[config.mk]
export PLATFORM = sky130hd
export DESIGN_NAME = systolic_array_sequencer_flat
export DESIGN_NICKNAME = d
export VERILOG_FILES = /design/src/rtl/systolic_array_sequencer_if.sv /design/src/rtl/systolic_array_sequencer.sv /design/src/flat_wrapper.sv
export SDC_FILE = /design/constraint.sdc
export NUM_CORES = 1
export LEC_CHECK = 0
export BUFFER_PORTS_ARGS = -buffer_cell sky130_fd_sc_hd__clkbuf_2
export CORE_MARGIN = 2
export CORE_UTILIZATION = 60
export DETAILED_ROUTE_END_ITERATION = 8
export GPL_TIMING_DRIVEN = 0
export PLACE_DENSITY = 0.79
export SETUP_SLACK_MARGIN = 0.5
export SYNTH_ARGS = -nofsm -noshare
export SYNTH_HDL_FRONTEND = slang
export SYNTH_SLANG_ARGS = --single-unit
export TNS_END_PERCENT = 1
[constraint.sdc]
create_clock -name in_clk -period 6.5 [get_ports in_clk]
set_clock_uncertainty 0.15 [all_clocks]
set_input_delay 1.3 -clock in_clk [delete_from_list [all_inputs] [get_ports in_clk]]
set_output_delay 1.3 -clock in_clk [all_outputs]
set_load 0.03 [all_outputs]
[src/rtl/systolic_array_sequencer_if.sv]
// rtl/systolic_array_sequencer_if.sv - control/address bundle between the sequencer and its environment
// master = sequencer side, slave = buffers/array/result-FIFO side.
interface systolic_array_sequencer_if #(
  parameter int ROW   = 9,
  parameter int CNT_W = 9
);
  localparam int WA_W = (ROW > 1) ? $clog2(ROW) : 1;

  logic             start;
  logic [CNT_W-1:0] cfg_num_vec;
  logic             busy;
  logic             done;
  logic             wbuf_rd;
  logic [WA_W-1:0]  wbuf_addr;
  logic             sa_sel;
  logic             abuf_rd;
  logic [CNT_W-1:0] abuf_addr;
  logic             sa_west_valid;
  logic             res_valid;
  logic             res_pop;

  modport master (
    input  start, cfg_num_vec, res_pop,
    output busy, done, wbuf_rd, wbuf_addr, sa_sel,
           abuf_rd, abuf_addr, sa_west_valid, res_valid
  );

  modport slave (
    output start, cfg_num_vec, res_pop,
    input  busy, done, wbuf_rd, wbuf_addr, sa_sel,
           abuf_rd, abuf_addr, sa_west_valid, res_valid
  );
endinterface

[src/rtl/systolic_array_sequencer.sv]
// rtl/systolic_array_sequencer.sv - weight-load / credit-gated stream / drain sequencer for the systolic array
// Drives only addresses and control; buffer data reaches the array through external glue.
module systolic_array_sequencer #(
  parameter int ROW       = 9,
  parameter int COL       = 16,
  parameter int CNT_W     = 9,
  parameter int RES_DEPTH = 8,
  parameter int PIPE_LAT  = ROW + COL
) (
  input logic                          in_clk,
  input logic                          in_rst_n,
  systolic_array_sequencer_if.master   bus
);
  localparam int WA_W = (ROW > 1) ? $clog2(ROW) : 1;

  typedef enum logic [1:0] {S_IDLE, S_LOAD, S_STREAM, S_DRAIN} state_t;

  state_t              r_state;
  logic [CNT_W-1:0]    r_nvec;
  logic [CNT_W-1:0]    r_issued;
  logic [CNT_W-1:0]    r_credits;
  logic [WA_W-1:0]     r_wbuf_addr;
  logic                r_wbuf_rd;
  logic                r_sa_sel;
  logic                r_west_valid;
  logic                r_done;
  logic [PIPE_LAT-1:0] r_vpipe;

  logic                w_issue;
  logic                w_pop_ok;
  logic                w_pipe_empty;
  logic [CNT_W-1:0]    w_issued_nxt;

  // Issue depends only on registered state, so abuf_rd/abuf_addr never see a combinational input path.
  assign w_issue      = (r_state == S_STREAM) && (r_credits != '0) && (r_issued < r_nvec);
  assign w_pop_ok     = bus.res_pop && (r_credits != CNT_W'(RES_DEPTH));
  assign w_pipe_empty = !r_west_valid && (r_vpipe == '0);
  assign w_issued_nxt = r_issued + CNT_W'(1);

  always_ff @(posedge in_clk or negedge in_rst_n) begin
    if (!in_rst_n) begin
      r_state      <= S_IDLE;
      r_nvec       <= '0;
      r_issued     <= '0;
      r_credits    <= CNT_W'(RES_DEPTH);
      r_wbuf_addr  <= '0;
      r_wbuf_rd    <= 1'b0;
      r_sa_sel     <= 1'b0;
      r_west_valid <= 1'b0;
      r_done       <= 1'b0;
      r_vpipe      <= '0;
    end else begin
      r_done       <= 1'b0;
      r_sa_sel     <= r_wbuf_rd;
      r_west_valid <= w_issue;
      r_vpipe      <= {r_vpipe[PIPE_LAT-2:0], r_west_valid};

      // A pop refused at full credits must not cancel a same-cycle issue.
      if (w_issue && !w_pop_ok) begin
        r_credits <= r_credits - CNT_W'(1);
      end else if (!w_issue && w_pop_ok) begin
        r_credits <= r_credits + CNT_W'(1);
      end

      unique case (r_state)
        S_IDLE: begin
          if (bus.start) begin
            r_nvec      <= bus.cfg_num_vec;
            r_issued    <= '0;
            r_wbuf_rd   <= 1'b1;
            r_wbuf_addr <= '0;
            r_state     <= S_LOAD;
          end
        end
        S_LOAD: begin
          if (r_wbuf_addr == WA_W'(ROW - 1)) begin
            r_wbuf_rd <= 1'b0;
            r_state   <= (r_nvec == '0) ? S_DRAIN : S_STREAM;
          end else begin
            r_wbuf_addr <= r_wbuf_addr + WA_W'(1);
          end
        end
        S_STREAM: begin
          if (w_issue) begin
            r_issued <= w_issued_nxt;
            if (w_issued_nxt == r_nvec) begin
              r_state <= S_DRAIN;
            end
          end
        end
        S_DRAIN: begin
          if (w_pipe_empty) begin
            r_state <= S_IDLE;
            r_done  <= 1'b1;
          end
        end
        default: r_state <= S_IDLE;
      endcase
    end
  end

  assign bus.busy          = (r_state != S_IDLE);
  assign bus.done          = r_done;
  assign bus.wbuf_rd       = r_wbuf_rd;
  assign bus.wbuf_addr     = r_wbuf_addr;
  assign bus.sa_sel        = r_sa_sel;
  assign bus.abuf_rd       = w_issue;
  assign bus.abuf_addr     = r_issued;
  assign bus.sa_west_valid = r_west_valid;
  assign bus.res_valid     = r_vpipe[PIPE_LAT-1];
endmodule

[src/flat_wrapper.sv]
// flat-port wrapper written by rule: the top's interface ports become plain ports
module systolic_array_sequencer_flat 
#(
  parameter int ROW       = 9,
  parameter int COL       = 16,
  parameter int CNT_W     = 9,
  parameter int RES_DEPTH = 8,
  parameter int PIPE_LAT  = ROW + COL
)
  (in_clk, in_rst_n, bus_start, bus_cfg_num_vec, bus_res_pop, bus_busy, bus_done, bus_wbuf_rd, bus_wbuf_addr, bus_sa_sel, bus_abuf_rd, bus_abuf_addr, bus_sa_west_valid, bus_res_valid);
  systolic_array_sequencer_if #(.ROW(ROW), .CNT_W(CNT_W)) bus_i ();
  input logic in_clk;
  input logic in_rst_n;
  input wire logic [$bits(bus_i.start)-1:0] bus_start;
  input wire logic [$bits(bus_i.cfg_num_vec)-1:0] bus_cfg_num_vec;
  input wire logic [$bits(bus_i.res_pop)-1:0] bus_res_pop;
  output wire logic [$bits(bus_i.busy)-1:0] bus_busy;
  output wire logic [$bits(bus_i.done)-1:0] bus_done;
  output wire logic [$bits(bus_i.wbuf_rd)-1:0] bus_wbuf_rd;
  output wire logic [$bits(bus_i.wbuf_addr)-1:0] bus_wbuf_addr;
  output wire logic [$bits(bus_i.sa_sel)-1:0] bus_sa_sel;
  output wire logic [$bits(bus_i.abuf_rd)-1:0] bus_abuf_rd;
  output wire logic [$bits(bus_i.abuf_addr)-1:0] bus_abuf_addr;
  output wire logic [$bits(bus_i.sa_west_valid)-1:0] bus_sa_west_valid;
  output wire logic [$bits(bus_i.res_valid)-1:0] bus_res_valid;
  assign bus_i.start = bus_start;
  assign bus_i.cfg_num_vec = bus_cfg_num_vec;
  assign bus_i.res_pop = bus_res_pop;
  assign bus_busy = bus_i.busy;
  assign bus_done = bus_i.done;
  assign bus_wbuf_rd = bus_i.wbuf_rd;
  assign bus_wbuf_addr = bus_i.wbuf_addr;
  assign bus_sa_sel = bus_i.sa_sel;
  assign bus_abuf_rd = bus_i.abuf_rd;
  assign bus_abuf_addr = bus_i.abuf_addr;
  assign bus_sa_west_valid = bus_i.sa_west_valid;
  assign bus_res_valid = bus_i.res_valid;
  systolic_array_sequencer #(.ROW(ROW), .COL(COL), .CNT_W(CNT_W), .RES_DEPTH(RES_DEPTH), .PIPE_LAT(PIPE_LAT)) u_core (.in_clk(in_clk), .in_rst_n(in_rst_n), .bus(bus_i));
endmodule
# After elaboration in Yosys (flattened, before gate mapping)
# Cells that the tools add are included.
[op_classes]
n_eq_ne = 12
order_cmp = 1
add_sub_neg = 4
mux = 20
n_reduce_logical = 22
[op_table]
columns = ["op", "count"]
rows = [
  ["2-to-1 mux 9 bit", 4],
  ["logical NOT 25 bit", 1],
  ["adder 9 x 1 -> 9 bit (second input constant)", 2],
  ["one-hot mux 9 bit (2 select lines)", 1],
  ["2-to-1 mux 2 bit", 5],
  ["== test 9 bit", 1],
  ["logical NOT 9 bit", 1],
  ["< comparator 9 bit", 1],
  ["!= test 9 x 4 -> 1 bit (second input constant)", 1],
  ["AND reduction 3 bit", 3],
  ["nonzero test 9 bit", 1],
  ["subtractor 9 x 1 -> 9 bit (second input constant)", 1],
  ["2-to-1 mux 4 bit", 2],
  ["one-hot mux 2 bit (4 select lines)", 1],
  ["one-hot mux 4 bit (2 select lines)", 1],
  ["nonzero test 2 bit", 4],
  ["logical AND 1 bit", 6],
  ["!= test 2 x 1 -> 1 bit (second input constant)", 3],
  ["!= test 2 bit (second input constant)", 3],
  ["2-to-1 mux 1 bit", 5],
  ["AND reduction 5 bit", 1],
  ["adder 4 x 1 -> 4 bit (second input constant)", 1],
  ["== test 2 bit (second input constant)", 2],
  ["== test 4 bit (second input constant)", 1],
  ["other kinds (5)", 7],
]
[word_totals]
output_inout_bits = 20
reg_bits = 62

# Depth between registers and ports, before layout
[depth]
ltp_word = 7
ltp_mapped = 17

# Worst setup path after synthesis
# Ideal clock, no wire load.
[synth_path]
path_kind = "register -> register"
start = "register u_core.r_issued[0], in the netlist u_core.bus.abuf_addr[0]"
end = "register u_core.r_credits[7]"
arrival_time_ns = 3.633
setup_time_ns = 0.137
path_buffers = 0
t_required_ns = 6.213
path_slack_ns = 2.580
stages_incl_launch_ff = 17
cell_sequence = "dfrtp_1 inv_1 ha_1 nand2b_1 a21oi_1 o31ai_1 nand2_1 clkinv_1 ha_1 ha_1 a21o_1 a21oi_1 o21bai_1 a211o_1 a31oi_1 xor2_1 o21ai_0"
[synth_between]
elab_chain_len = 5
elab_cells_between_ends = 7
classes_between = "order compare (1); mux (1); reduce/logical (5)"
[synth_lines]
columns = ["element", "line", "text"]
rows = [
  ["start, declared", "systolic_array_sequencer.sv:20", "logic [CNT_W-1:0] r_issued;"],
  ["start signal, assigned", "systolic_array_sequencer.sv:85", "r_issued <= w_issued_nxt;"],
  ["< comparator 9 bit *", "systolic_array_sequencer.sv:35", "assign w_issue = (r_state == S_STREAM) && (r_credits != '0) && (r_issued < r_nvec);"],
  ["logical AND 1 bit *", "systolic_array_sequencer.sv:35", ""],
  ["via bus_abuf_rd", "flat_wrapper.sv:22", "output wire logic [$bits(bus_i.abuf_rd)-1:0] bus_abuf_rd;"],
  ["logical NOT 1 bit", "systolic_array_sequencer.sv:61", "end else if (!w_issue && w_pop_ok) begin"],
  ["logical AND 1 bit", "systolic_array_sequencer.sv:61", ""],
  ["nonzero test 2 bit (no line)", "--", ""],
  ["end signal, assigned", "systolic_array_sequencer.sv:45", "r_credits <= CNT_W'(RES_DEPTH);"],
  ["end signal, assigned", "systolic_array_sequencer.sv:60", "r_credits <= r_credits - CNT_W'(1);"],
  ["end signal, assigned", "systolic_array_sequencer.sv:62", "r_credits <= r_credits + CNT_W'(1);"],
  ["end, declared", "systolic_array_sequencer.sv:21", "logic [CNT_W-1:0] r_credits;"],
]
# The timed path passes the listed nets; every way through them passes the cells marked *.
# A chain may end at the register's enable or synchronous reset.

# Worst setup path in the final report
[layout_path]
start = "register u_core.r_nvec[6]"
end = "register u_core.r_credits[7]"
[layout_between]
elab_chain_len = 5
elab_cells_between_ends = 7
classes_between = "order compare (1); mux (1); reduce/logical (5)"
[layout_lines]
columns = ["element", "line", "text"]
rows = [
  ["start, declared", "systolic_array_sequencer.sv:19", "logic [CNT_W-1:0] r_nvec;"],
  ["start signal, assigned", "systolic_array_sequencer.sv:68", "r_nvec <= bus.cfg_num_vec;"],
  ["< comparator 9 bit *", "systolic_array_sequencer.sv:35", ""],
  ["logical AND 1 bit *", "systolic_array_sequencer.sv:35", ""],
  ["logical NOT 1 bit", "systolic_array_sequencer.sv:61", ""],
  ["logical AND 1 bit", "systolic_array_sequencer.sv:61", ""],
  ["nonzero test 2 bit (no line)", "--", ""],
]
# Every way passes the cells marked *; elsewhere a longest branch is shown, timed or not.

==> load_flow_metrics.sql <==
INSERT INTO impl_metrics (metric_group, metric, value, unit) VALUES
('critical_path', 'critPathBufInv', '3', ''),
('clock_network', 'clk_transition_reported_paths', '0.08', 'ns'),
('critical_path', 'setup.worst_path.end_class', 'register', ''),
('timing', 'slew_violations', '0', ''),
('synth', 'mappedNetlistArea', '3380', 'um^2'),
('timing', 'timing.final.crit_period', '4.56', 'ns'),
('clock_network', 'post-cts-setup-buffers', '0', ''),
('synth', 'synth_commonest_cells', 'sky130_fd_sc_hd__dfrtp_1, sky130_fd_sc_hd__ha_1, sky130_fd_sc_hd__nand2_1', ''),
('timing', 'grt_setup_unrepaired', 'false', ''),
('detailed_routing', 'detail_route.iter0.violations', '178', ''),
('layout', 'final_util', '70.0', '%'),
('power', 'vdd.ir_drop.worst', '0.000320', 'V'),
('clock_network', 'root_buffer', 'sky130_fd_sc_hd__clkbuf_8', ''),
('layout', 'register_area', '1550', 'um^2'),
('synth', 'synth_warnings', '0', ''),
('synth', 'top_count_cell_post_synth', 'sky130_fd_sc_hd__dfrtp_1', ''),
('floorplan', 'height_of_the_chip', '79.0', 'um'),
('power', 'cell_internal_pwr', '1.15', 'mW'),
('status', 'run_status', 'complete, no violations', ''),
('synth', 'edff_count_synth', '0', ''),
('place', 'dp_hpwl', '5180', 'um'),
('timing', 'final-setup-viol-count', '0', ''),
('layout', 'flow.area_growth_from_synthesis', '13.5', '%'),
('global_routing', 'antenna_violations_before_repair', '0', ''),
('floorplan', 'floorplan.die.width', '79.0', 'um'),
('detailed_routing', 'route.antenna.remaining_nets', '0', ''),
('synth', 'fraction_of_synthesized_cell_area_taken_by_the_top_area_cell_type', '45.2', '%'),
('critical_path', 'cpMostUsedCell', 'sky130_fd_sc_hd__ha_1', ''),
('floorplan', 'initial_core_utilization', '61.7', '%'),
('min_path', 'min-delay-path-class', 'register to register', ''),
('detailed_routing', 'firstDrtPassIters', '4', ''),
('clock_network', 'clockBufferDepth', '2', ''),
('critical_path', 'worstPathArrival', '4.63', 'ns'),
('clock_network', 'cts.sinks', '62', ''),
('floorplan', 'placement_rows', '27', ''),
('synth', 'number_of_distinct_standard_cells_referenced_by_the_synthesized_netlist', '55', ''),
('power', 'power_per_standard_cell_area', '547', 'nW/um^2'),
('clock_network', 'cts-resized-gates', '0', ''),
('place', 'numPortBuffers', '32', ''),
('critical_path', 'critPathTopFamily', 'compound AO/OA/AOI/OAI gates', ''),
('global_routing', 'grt_overflow', '0', ''),
('timing', 'post-route-period-util', '70.1', '%'),
('layout', 'share_of_final_layout_standard_cells_stronger_than_drive_strength_1', '18.5', '%'),
('detailed_routing', 'routed_wire_length_per_instance', '16.2', 'um'),
('synth', 'post_synth_net_total', '369', ''),
('critical_path', 'worstSetupStartpointType', 'register', ''),
('power', 'power.share.sequential', '34.0', '%'),
('min_path', 'worst_hold_startpoint', 'u_core.r_vpipe[20]', ''),
('power', 'power.switching_fraction', '45.3', '%'),
('clock_network', 'clk_latency', '0.35', 'ns'),
('detailed_routing', 'postRouteWirelength', '7290', 'um'),
('power', 'combPwrFrac', '49.1', '%'),
('floorplan', 'die_area', '6240', 'um^2'),
('detailed_routing', 'route.detailed.vias_per_inst', '5.92', ''),
('clock_network', 'postCtsHoldBufs', '0', ''),
('global_routing', 'global_route.usage.total', '26.2', '%'),
('clock_network', 'htree_levels', '3', ''),
('global_routing', 'wire_length_of_the_first_global_routing_pass', '12600', 'um'),
('timing', 'max_freq', '219', 'MHz'),
('power', 'power_switching', '949', 'uW'),
('global_routing', 'via_count_of_the_first_global_routing_pass', '2691', ''),
('synth', 'synthesized_area_per_cell', '10.2', 'um^2'),
('run', 'max_cap_viol_count', '0', ''),
('layout', 'nFillCells', '425', ''),
('clock_network', 'cts_inserted_buffers', '9', ''),
('critical_path', 'path_type_of_the_worst_setup_path', 'register to register', ''),
('clock_network', 'cts_tree', 'built', ''),
('synth', 'synthesized_instance_count', '331', ''),
('synth', 'yosysSeqAreaShare', '46.0', '%'),
('layout', 'area_of_combinational_cells_with_multiple_inputs', '1680', 'um^2'),
('critical_path', 'cp_max_fo', '10', '');
[through the flow]
step / std cells / setup WS (ns) / cell area (um^2) / power [mW] / hold WS (ns)
after floorplan: 331 / 2.58 / 3380 / 1.46 / 0.204
after global placement: 435 / 2.22 / 3630 / 1.67 / 0.208
after detailed placement: 435 / 2.09 / 3630 / 1.73 / 0.211
after CTS: 451 / 2.05 / 3830 / 2.09 / 0.226
after global routing: 451 / 1.66 / 3830 / 2.27 / 0.234
final: 451 / 1.94 / 3830 / 2.10 / 0.226
[final cells by class]
type / count / share of cell area [%]
clock buffers: 9 / 3.23
multi-input cells: 235 / 43.8
plain buffers: 12 / 1.60
well taps: 72 / 2.35
flip-flops and latches: 62 / 40.5
inverters: 22 / 2.15
clock inverters: 7 / 2.06
repair buffers: 32 / 4.24
[flip-flops by register name (all words and copies together), names as in the netlist]
signal	flops
u_core.r_credits	9
u_core.bus.done	1
u_core.r_nvec	9
u_core.bus.sa_sel	1
u_core.bus.wbuf_rd	1
u_core.bus.abuf_addr	9
u_core.bus.sa_west_valid	1
u_core.bus.wbuf_addr	4
u_core.r_vpipe	25
u_core.r_state	2
[cells by family after synthesis]
family          count (synthesis)  synth area share [%]
buf+inv                        34                  4.26
compound gates                 79                  15.0
flops                          62                  46.0
xor+xnor                       18                  4.67
mux                            15                  4.96
fa+ha+maj                      25                  9.49
simple gates                   98                  15.6
[placed cells by master (no fill, tap or decap), types with 2 or more instances in the layout]
| cell | instances |
|---|---|
| sky130_fd_sc_hd__nor3_1 | 8 |
| sky130_fd_sc_hd__buf_6 | 2 |
| sky130_fd_sc_hd__nor2_1 | 17 |
| sky130_fd_sc_hd__o21bai_1 | 2 |
| sky130_fd_sc_hd__a211o_1 | 2 |
| sky130_fd_sc_hd__nand2_1 | 24 |
| sky130_fd_sc_hd__o221ai_1 | 4 |
| sky130_fd_sc_hd__o21ai_0 | 21 |
| sky130_fd_sc_hd__inv_6 | 4 |
| sky130_fd_sc_hd__a211oi_1 | 3 |
| sky130_fd_sc_hd__o22ai_1 | 2 |
| sky130_fd_sc_hd__a221o_1 | 2 |
| sky130_fd_sc_hd__or4_1 | 2 |
| sky130_fd_sc_hd__o41ai_1 | 2 |
| sky130_fd_sc_hd__clkbuf_1 | 8 |
| sky130_fd_sc_hd__clkinv_1 | 2 |
| sky130_fd_sc_hd__a31oi_1 | 3 |
| sky130_fd_sc_hd__and3_1 | 2 |
| sky130_fd_sc_hd__nor4_1 | 11 |
| sky130_fd_sc_hd__a21o_1 | 2 |
| sky130_fd_sc_hd__dfrtp_1 | 61 |
| sky130_fd_sc_hd__nand2b_1 | 4 |
| sky130_fd_sc_hd__inv_1 | 20 |
| sky130_fd_sc_hd__nand4_1 | 7 |
| sky130_fd_sc_hd__or3_1 | 6 |
| sky130_fd_sc_hd__a21oi_1 | 22 |
| sky130_fd_sc_hd__o21a_1 | 2 |
| sky130_fd_sc_hd__o31ai_1 | 3 |
| sky130_fd_sc_hd__or2_2 | 3 |
| sky130_fd_sc_hd__xor2_1 | 6 |
| sky130_fd_sc_hd__clkbuf_2 | 31 |
| sky130_fd_sc_hd__mux2i_1 | 4 |
| sky130_fd_sc_hd__xnor2_1 | 12 |
| sky130_fd_sc_hd__nand3_1 | 4 |
| sky130_fd_sc_hd__ha_1 | 24 |
| sky130_fd_sc_hd__mux2_2 | 10 |
| sky130_fd_sc_hd__o211ai_1 | 3 |
| sky130_fd_sc_hd__and2_1 | 2 |
| sky130_fd_sc_hd__clkbuf_8 | 9 |
[per-layer routing]
layer	vias up	GRT usage, %	routed length (um)
li1	1300	-	-
met1	1276	36.0	3380
met2	86	40.8	3420
met3	10	4.77	387
met4	0	11.9	106
met5	-	0	0
[power by group through the flow]
| stage | sequential, mW | clock [mW] | combinational [mW] |
|---|---|---|---|
| after global placement | 0.708 | 0 | 0.963 |
| after CTS | 0.711 | 0.357 | 1.02 |
| after floorplan | 0.760 | 0 | 0.699 |
| after detailed placement | 0.717 | 0 | 1.02 |
| final | 0.714 | 0.352 | 1.03 |
| after global routing | 0.737 | 0.375 | 1.15 |
[worst paths after layout]
kind                                        to  slack [ns]  depth (start not counted)
min                         u_core.r_vpipe[21]        0.23                          0
min in group asynchronous   u_core.r_vpipe[17]        0.91                          1
min reg2reg                 u_core.r_vpipe[21]        0.23                          0
max                        u_core.r_credits[7]        1.94                         17
max in group asynchronous  u_core.r_credits[8]        4.76                          1
max reg2reg                u_core.r_credits[7]        1.94                         17
(Power assumes the default switching activity.)
